--- src/rtl/vic_raster_gen.sv ---
// VIC-II style raster timing generator: dot/cycle/line counters, phase clock,
// sync and display-window decodes, and a line-compare raster interrupt.
module vic_raster_gen #(
  parameter int DOTS_PER_CYCLE  = 8,
  parameter int CYCLES_PER_LINE = 63,
  parameter int LINES_PER_FRAME = 312,
  parameter int RASTER_W        = 9,
  parameter int HSYNC_START     = 58,
  parameter int HSYNC_LEN       = 4,
  parameter int VSYNC_START     = 300,
  parameter int VSYNC_LEN       = 3,
  parameter int DISP_X0         = 16,
  parameter int DISP_X1         = 55,
  parameter int DISP_Y0         = 51,
  parameter int DISP_Y1         = 250,
  localparam int CW             = $clog2(CYCLES_PER_LINE)
) (
  input  logic                clk,
  input  logic                reset,
  input  logic                i_dot_en,
  input  logic [RASTER_W-1:0] i_raster_cmp,
  input  logic                i_irq_en,
  input  logic                i_irq_ack,
  output logic                o_clkPhi0,
  output logic                o_phi0_rise,
  output logic [CW-1:0]       o_cycle,
  output logic [RASTER_W-1:0] o_raster,
  output logic                o_hsync,
  output logic                o_vsync,
  output logic                o_display_on,
  output logic                o_frame_start,
  output logic                o_irq
);

  localparam int DW = $clog2(DOTS_PER_CYCLE);

  localparam logic [DW-1:0]       DOT_LAST  = DW'(DOTS_PER_CYCLE - 1);
  localparam logic [DW-1:0]       DOT_HALF  = DW'(DOTS_PER_CYCLE / 2);
  localparam logic [CW-1:0]       CYC_LAST  = CW'(CYCLES_PER_LINE - 1);
  localparam logic [RASTER_W-1:0] LINE_LAST = RASTER_W'(LINES_PER_FRAME - 1);

  // Decode bounds carry one extra bit so START+LEN may reach 2**width.
  localparam logic [CW:0]       HS_LO = (CW+1)'(HSYNC_START);
  localparam logic [CW:0]       HS_HI = (CW+1)'(HSYNC_START + HSYNC_LEN);
  localparam logic [RASTER_W:0] VS_LO = (RASTER_W+1)'(VSYNC_START);
  localparam logic [RASTER_W:0] VS_HI = (RASTER_W+1)'(VSYNC_START + VSYNC_LEN);
  localparam logic [CW:0]       DX0   = (CW+1)'(DISP_X0);
  localparam logic [CW:0]       DX1   = (CW+1)'(DISP_X1);
  localparam logic [RASTER_W:0] DY0   = (RASTER_W+1)'(DISP_Y0);
  localparam logic [RASTER_W:0] DY1   = (RASTER_W+1)'(DISP_Y1);

  logic [DW-1:0]       dot_cnt, dot_nxt;
  logic [CW-1:0]       cycle;
  logic [RASTER_W-1:0] raster, raster_nxt;
  logic                clk_phi0, phi0_rise, frame_start, irq_flag;
  logic                dot_wrap, line_wrap, irq_set;
  logic [CW:0]         cyc_x;
  logic [RASTER_W:0]   ras_x;

  always_comb begin
    dot_wrap   = i_dot_en && (dot_cnt == DOT_LAST);
    line_wrap  = dot_wrap && (cycle == CYC_LAST);
    dot_nxt    = (dot_cnt == DOT_LAST) ? '0 : dot_cnt + 1'b1;
    raster_nxt = (raster == LINE_LAST) ? '0 : raster + 1'b1;
    // Only the line transition is compared; raster_nxt never reaches LINES_PER_FRAME.
    irq_set    = line_wrap && (raster_nxt == i_raster_cmp);
  end

  always_ff @(posedge clk) begin
    if (reset) begin
      dot_cnt     <= '0;
      cycle       <= '0;
      raster      <= '0;
      clk_phi0    <= 1'b0;
      phi0_rise   <= 1'b0;
      frame_start <= 1'b0;
      irq_flag    <= 1'b0;
    end else begin
      phi0_rise   <= 1'b0;
      frame_start <= 1'b0;
      if (i_dot_en) begin
        dot_cnt   <= dot_nxt;
        clk_phi0  <= (dot_nxt >= DOT_HALF);
        phi0_rise <= (dot_nxt == DOT_HALF);
        if (dot_wrap)
          cycle <= (cycle == CYC_LAST) ? '0 : cycle + 1'b1;
        if (line_wrap) begin
          raster      <= raster_nxt;
          frame_start <= (raster == LINE_LAST);
        end
      end
      // A coincident set beats the acknowledge.
      if (irq_set)
        irq_flag <= 1'b1;
      else if (i_irq_ack)
        irq_flag <= 1'b0;
    end
  end

  always_comb begin
    cyc_x        = {1'b0, cycle};
    ras_x        = {1'b0, raster};
    o_hsync      = (cyc_x >= HS_LO) && (cyc_x < HS_HI);
    o_vsync      = (ras_x >= VS_LO) && (ras_x < VS_HI);
    o_display_on = (cyc_x >= DX0) && (cyc_x <= DX1) && (ras_x >= DY0) && (ras_x <= DY1);
  end

  assign o_clkPhi0     = clk_phi0;
  assign o_phi0_rise   = phi0_rise;
  assign o_cycle       = cycle;
  assign o_raster      = raster;
  assign o_frame_start = frame_start;
  assign o_irq         = irq_flag & i_irq_en;

endmodule

--- config.mk ---
export PLATFORM = sky130hd
export DESIGN_NAME = vic_raster_gen
export DESIGN_NICKNAME = d
export VERILOG_FILES = /design/src/rtl/vic_raster_gen.sv
export SDC_FILE = /design/constraint.sdc
export NUM_CORES = 1
export LEC_CHECK = 0
export CAP_MARGIN = 20
export CORE_MARGIN = 2
export CORE_UTILIZATION = 35
export DETAILED_ROUTE_END_ITERATION = 7
export GPL_ROUTABILITY_DRIVEN = 0
export SYNTH_ARGS = -nofsm -noshare
export SYNTH_HDL_FRONTEND = slang
export SYNTH_SLANG_ARGS = --single-unit
--- constraint.sdc ---
create_clock -name clk -period 2.9 [get_ports clk]
set_input_delay 0.58 -clock clk [delete_from_list [all_inputs] [get_ports clk]]
set_output_delay 0.58 -clock clk [all_outputs]
set_load 0.02 [all_outputs]
==> flow_metrics.py, run 1 <==
metrics = {
    "worst_setup_path": {
        "crit_arrival_ns": 2.08,
        "slowest_stage": "clkdlybuf4s50_1",
        "worstReg2RegEnd": "irq_flag$_SDFFE_PP0P_",
        "rr_worst_depth": 8,
        "cpPeakStageDelay_ns": 0.65,
        "rrSetupSlack_ns": 0.66,
        "path_max_fanout": 8,
        "start_kind": "flip-flop",
        "crit_chain": "ha_1 > nor2_1 > a21oi_1 > nor3_1 > a211oi_1 > clkdlybuf4s50_1",
        "r2r-start": "o_raster[1]$_SDFFE_PP0P_",
        "end_kind": "output pin",
        "crit_required_ns": 2.32,
        "critPathKind": "flip-flop to output pin",
    },
    "cts": {
        "cts-root-buf": "clkbuf_8",
        "clock_path_buffers": 2,
        "cts.hold.buffers_added": 0,
        "cts_buffers": 3,
        "path_clk_slew_ns": 0.08,
        "cts_tree": "done",
        "cts_sinks": 22,
        "clk_latency_ns": 0.27,
        "h-tree-depth": 1,
    },
    "yosys": {
        "synthCells": 189,
        "syn-cell-area_mm2": 0.001421,
        "synth_area_per_cell_um2": 7.520,
        "yosys.area.top_type": "dfxtp_1",
        "synthTopCellsByArea": "dfxtp_1 31%, a21oi_1 6.0%, nor3_1 5.6%, ha_1 5.3%, nand2_1 5.0%",
        "async_reset_ff_share_pct": 0,
        "yosys_warnings": 0,
        "synth-edff-count": 0,
        "synth_seq_cells": 22,
        "yosys_most_used_dff": "dfxtp_1",
        "synth_nets": 209,
        "synth.distinct_cells": 37,
        "synth_top_cell_area_share_pct": 30.99,
        "yosysSeqAreaShare_pct": 30.99,
    },
    "route": {
        "vias_per_cell": 5.276,
        "drt_pass1_iterations": 4,
        "wire_per_inst_um": 13.52,
        "drt-initial-drc-count": 65,
        "drc": 0,
        "wirelength_um": 3719,
        "via_count": 1451,
        "antenna_left": 0,
    },
    "timing": {
        "final-hold-violation-count": 0,
        "rsz0062_at_grt": "no",
        "finClkSkew_ns": 0.006756,
        "tightest_slew_ns": 0.5332,
        "finalCritPeriodShare_pct": 91.83,
        "setup_viol_count_final": 0,
        "period_minus_slack_ns": 2.663,
        "slew_headroom_pct": 64.18,
        "fmax_ghz": 0.3755,
        "finalMaxSlewViolations": 0,
        "tns_ns": 0,
    },
    "global_route": {
        "antenna_found_initial": 0,
        "track_usage_pct": 17.69,
        "grt_overflow": 0,
        "grt_pass1_vias": 1308,
        "grt_pass1_wl_um": 6113,
        "grt_max_degree": 23,
    },
    "flow_run": {
        "drv_cap": 0,
    },
    "die": {
        "num_rows": 23,
        "die_x_um": 67.73,
        "dieArea_mm2": 0.004587,
        "initial_core_util_pct": 36.05,
        "fp.dieH_um": 67.73,
        "coreArea_mm2": 0.003943,
        "boundaryPins": 36,
    },
    "final_layout": {
        "num_antenna_cells": 0,
        "nets": 246,
        "fillers": 430,
        "post-route-util_pct": 47.95,
        "fin_cells": 275,
        "design_area_mm2": 0.001891,
        "drive_above_1_share_pct": 7.111,
        "syn2layout_area_growth_pct": 33.01,
    },
    "pwr": {
        "power.leakage_uw": 0.0006334,
        "ir_worst_vdd_uv": 235.7,
        "power_density_mw_per_mm2": 305.7,
    },
    "worst_hold_path": {
        "holdPathStages": 2,
        "hold_start": "irq_flag$_SDFFE_PP0P_",
        "whs_endpoint": "irq_flag$_SDFFE_PP0P_",
        "hold_class": "flip-flop to flip-flop",
    },
    "place": {
        "postPlaceCellArea_mm2": 0.001834,
        "dp_hpwl_um": 2803,
        "port_buffers": 35,
        "placedCellCount": 271,
    },
    "run_status": {
        "outcome": "finished, final reports clean",
    },
}
-- registers in the layout (all words and copies together) (netlist names) --
register / cells
o_raster: 9
dot_cnt: 3
o_clkPhi0: 1
o_frame_start: 1
o_phi0_rise: 1
irq_flag: 1
o_cycle: 6
-- worst max-delay path: cells and delay by family (launching register included) --
family | cells | cell delay, ns
buffers and inverters | 1 | 0.65
AO/OA/AOI/OAI | 2 | 0.37
flip-flops | 1 | 0.48
AND/OR/NAND/NOR | 2 | 0.10
adder cells (fa/ha/maj) | 1 | 0.22
-- routing by layer --
| metal | global-route usage (%) | up-vias | wire [um] |
|---|---|---|---|
| li1 | - | 746 | - |
| met1 | 23.36 | 657 | 1799 |
| met2 | 28.55 | 42 | 1673 |
| met3 | 3.500 | 6 | 183 |
| met4 | 6.122 | 0 | 62 |
| met5 | 0 | - | 0 |
-- what timing repair did --
action / in CTS / in global routing
setup buffers: 0 / 0
resized for setup: 0 / 1
setup endpoints to repair: 0 / 1
-- cell usage in the layout, fill, tap and decap left out, drive strengths merged, types with 2 or more instances in the layout --
cell / instances
clkdlybuf4s50: 35
dfxtp: 22
nand2: 19
nor2: 18
a21oi: 17
nor3: 16
nand3: 10
inv: 9
o21ai: 9
xnor2: 8
buf: 7
ha: 6
nand4: 5
xor2: 5
or3: 5
a211oi: 4
o211ai: 4
clkbuf: 4
nand3b: 3
nand2b: 2
-- logic make-up (layout without fill, tap and decap cells) --
logic type	count (synthesis)	after routing	synth area share [%]
AO/OA/AOI/OAI	42	42	18.49
XOR/XNOR	13	13	8.011
adder cells (fa/ha/maj)	6	6	5.282
buffers and inverters	19	55	6.074
flip-flops	22	22	30.99
AND/OR/NAND/NOR	87	87	31.16
-- how the worst max path moves through the flow --
stage | startpoint | slack [ns] | cells past startpoint | endpoint
global route | o_raster[1]$_SDFFE_PP0P_ | 0.05 | 6 | o_display_on
finish | o_raster[1]$_SDFFE_PP0P_ | 0.24 | 6 | o_display_on
CTS | o_raster[0]$_SDFFE_PP0P_ | 0.17 | 6 | o_display_on
floorplan | o_raster[0]$_SDFFE_PP0P_ | 0.49 | 9 | irq_flag$_SDFFE_PP0P_
detailed placement | o_raster[0]$_SDFFE_PP0P_ | 0.47 | 6 | o_display_on
global placement | o_raster[0]$_SDFFE_PP0P_ | 0.52 | 6 | o_display_on
-- cell usage after synthesis (all sizes together) (3+ instances only) --
cell type / count
xnor2: 8
o211ai: 4
nand2: 19
nor3: 16
inv: 9
o21ai: 9
nand3b: 3
nand3: 10
or3: 5
nand4: 5
dfxtp: 22
nor2: 18
ha: 6
xor2: 5
a21oi: 17
clkbuf: 8
a211oi: 4
-- power by group --
| group | internal (uW) | switching (uW) |
|---|---|---|
| Clock | 121 | 103 |
| Sequential | 304 | 1.82 |
| Combinational | 26.9 | 20.6 |
| Total | 452 | 126 |
-- final cells by class --
| cell class | count | area (um^2) | area share, % |
|---|---|---|---|
| flip-flops and latches | 22 | 441.7 | 23.36 |
| well taps | 50 | 62.56 | 3.309 |
| repair buffers | 42 | 402.9 | 21.31 |
| clock buffers | 4 | 55.05 | 2.912 |
| multi-input cells | 148 | 894.6 | 47.32 |
| inverters | 9 | 33.78 | 1.787 |
-- stage by stage --
step	setup WS, ns	hold WS (ns)	total power (uW)
after CTS	0.1725	0.4519	586.9
after detailed placement	0.4701	0.4396	360.5
after global placement	0.5168	0.4334	360.9
after floorplan	0.4919	0.4208	333.7
final	0.2368	0.4455	577.9
after global routing	0.04671	0.4879	604.3
Note: power is estimated with default switching activity, not from simulation.
==> inputs of run 2 (changes only) <==
--- a/config.mk
+++ b/config.mk
@@ -10,6 +10,8 @@
 export CORE_UTILIZATION = 35
 export DETAILED_ROUTE_END_ITERATION = 7
 export GPL_ROUTABILITY_DRIVEN = 0
+export RECOVER_POWER = 25
+export SKIP_CTS_REPAIR_TIMING = 1
 export SYNTH_ARGS = -nofsm -noshare
 export SYNTH_HDL_FRONTEND = slang
 export SYNTH_SLANG_ARGS = --single-unit
==> run 2 against run 1 <==
Effect of this change:
- design area decreased by 0.20%
- utilization decreased by 0.095 points
- sequential power about the same
- final cell count unchanged
- fmax decreased by 0.17%
- hold slack about the same
- flip-flop and latch count unchanged
- critical path type unchanged
- critical endpoint unchanged
==> flow_metrics.py, run 2 (synthesis results as in run 1) <==
metrics = {
    "timing": {
        "tightest_slew_ns": 0.9619,
        "finClkSkew_ns": 0.006893,
        "period_minus_slack_ns": 2.668,
        "final-hold-violation-count": 0,
        "finalCritPeriodShare_pct": 91.99,
        "fmax_ghz": 0.3749,
        "rsz0062_at_grt": "no",
        "finalMaxSlewViolations": 0,
        "slew_headroom_pct": 35.87,
        "tns_ns": 0,
        "setup_viol_count_final": 0,
    },
    "place": {
        "postPlaceCellArea_mm2": 0.001834,
        "dp_hpwl_um": 2803,
        "placedCellCount": 271,
        "port_buffers": 35,
    },
    "pwr": {
        "p_seq_share_pct": 53.0,
        "power.leakage_uw": 0.0006371,
        "power_density_mw_per_mm2": 305.7,
        "p_int_uw": 451.2,
        "switchingPower_uw": 125.7,
        "ir_worst_vdd_uv": 235.6,
        "swShare_pct": 21.79,
        "pwr-share-clk_pct": 38.9,
        "p_comb_share_pct": 8.1,
    },
    "route": {
        "via_count": 1458,
        "m1WireLength_um": 1766,
        "wire_per_inst_um": 13.51,
        "drt-initial-drc-count": 87,
        "top_layer_used": "met4",
        "vias_per_cell": 5.302,
        "wirelength_um": 3714,
        "drt_pass1_iterations": 4,
        "routed-wl-met2_um": 1688,
        "antenna_left": 0,
        "drc": 0,
        "route.met3.wl_um": 197,
    },
    "final_layout": {
        "fin_cells": 275,
        "design_area_mm2": 0.001887,
        "fillers": 432,
        "largest_reg_flops": 9,
        "layout_commonest_cell": "clkdlybuf4s50_1",
        "syn2layout_area_growth_pct": 32.75,
        "drive_above_1_share_pct": 6.667,
        "most-common-layout-cells": "32 x clkdlybuf4s50_1, 21 x dfxtp_1, 19 x nand2_1, 18 x nor2_1, 17 x a21oi_1",
        "nets": 246,
        "num_antenna_cells": 0,
    },
    "cts": {
        "path_clk_slew_ns": 0.08,
        "cts_buffers": 3,
        "clock_path_buffers": 2,
        "cts_sinks": 22,
        "h-tree-depth": 1,
        "clk_latency_ns": 0.27,
        "cts_tree": "done",
        "cts-root-buf": "clkbuf_8",
    },
    "die": {
        "initial_core_util_pct": 36.05,
        "dieArea_mm2": 0.004587,
        "die_x_um": 67.73,
        "fp.dieH_um": 67.73,
        "boundaryPins": 36,
        "coreArea_mm2": 0.003943,
        "num_rows": 23,
    },
    "worst_setup_path": {
        "path_max_fanout": 8,
        "critPathKind": "flip-flop to output pin",
        "crit_required_ns": 2.32,
        "end_kind": "output pin",
        "crit_chain": "ha_1 > nor2_1 > a21oi_1 > nor3_1 > a211oi_1 > clkdlybuf4s50_1",
        "start_kind": "flip-flop",
        "crit_arrival_ns": 2.09,
        "cpPeakStageDelay_ns": 0.65,
        "slowest_stage": "clkdlybuf4s50_1",
    },
    "global_route": {
        "grt_pass1_vias": 1308,
        "grt_pass1_wl_um": 6113,
        "antenna_found_initial": 0,
        "track_usage_pct": 17.69,
        "grt_max_degree": 23,
        "grt_overflow": 0,
    },
    "worst_hold_path": {
        "hold_class": "flip-flop to flip-flop",
    },
    "flow_run": {
        "drv_cap": 0,
    },
    "run_status": {
        "outcome": "finished, final reports clean",
    },
}
## run 2: routing by layer
layer  track usage (%)  up-vias
met1             23.36      662
met5                 0        -
li1                  -      744
met2             28.55       46
met3             3.500        6
met4             6.122        0
## run 2: worst max-delay path: cells and delay by family (launching register included)
family | cells | cell delay, ns
flip-flops | 1 | 0.48
AO/OA/AOI/OAI | 2 | 0.37
adder cells (fa/ha/maj) | 1 | 0.22
AND/OR/NAND/NOR | 2 | 0.10
buffers and inverters | 1 | 0.65
## run 2: worst paths after layout
path                            start                    end  slack, ns  cells after the start
max          o_raster[1]$_SDFFE_PP0P_           o_display_on       0.23                      6
max reg2reg  o_raster[1]$_SDFFE_PP0P_  irq_flag$_SDFFE_PP0P_       0.65                      8
min             irq_flag$_SDFFE_PP0P_  irq_flag$_SDFFE_PP0P_       0.45                      2
min reg2reg     irq_flag$_SDFFE_PP0P_  irq_flag$_SDFFE_PP0P_       0.45                      2
## run 2: layout make-up
| type | count | area [um^2] | area share (%) |
|---|---|---|---|
| Inverter | 9 | 33.78 | 1.790 |
| Clock buffer | 4 | 55.05 | 2.918 |
| Timing Repair Buffer | 42 | 399.1 | 21.15 |
| Tap cell | 50 | 62.56 | 3.316 |
| Multi-Input combinational cell | 148 | 894.6 | 47.41 |
| Sequential cell | 22 | 441.7 | 23.41 |
## run 2: through the flow
| stage | util, % | hold WS [ns] | power (uW) | worst slack (ns) |
|---|---|---|---|---|
| global placement | 46.52 | 0.4334 | 360.9 | 0.5168 |
| global route | 47.86 | 0.4853 | 603.2 | 0.04671 |
| CTS | 47.92 | 0.4519 | 586.9 | 0.1725 |
| detailed placement | 46.52 | 0.4396 | 360.5 | 0.4701 |
| finish | 47.86 | 0.4454 | 576.9 | 0.2323 |
| floorplan | - | 0.4208 | 333.7 | 0.4919 |
## run 2: power groups by stage
| stage | clock network [uW] | registers, uW | logic (uW) |
|---|---|---|---|
| 2_1_floorplan | 0 | 313 | 20.6 |
| 3_3_place_gp | 0 | 313 | 47.8 |
| 3_5_place_dp | 0 | 313 | 47.4 |
| 4_1_cts | 233 | 306 | 47.9 |
| 5_1_grt | 246 | 306 | 51.0 |
| 6_report | 224 | 306 | 46.5 |
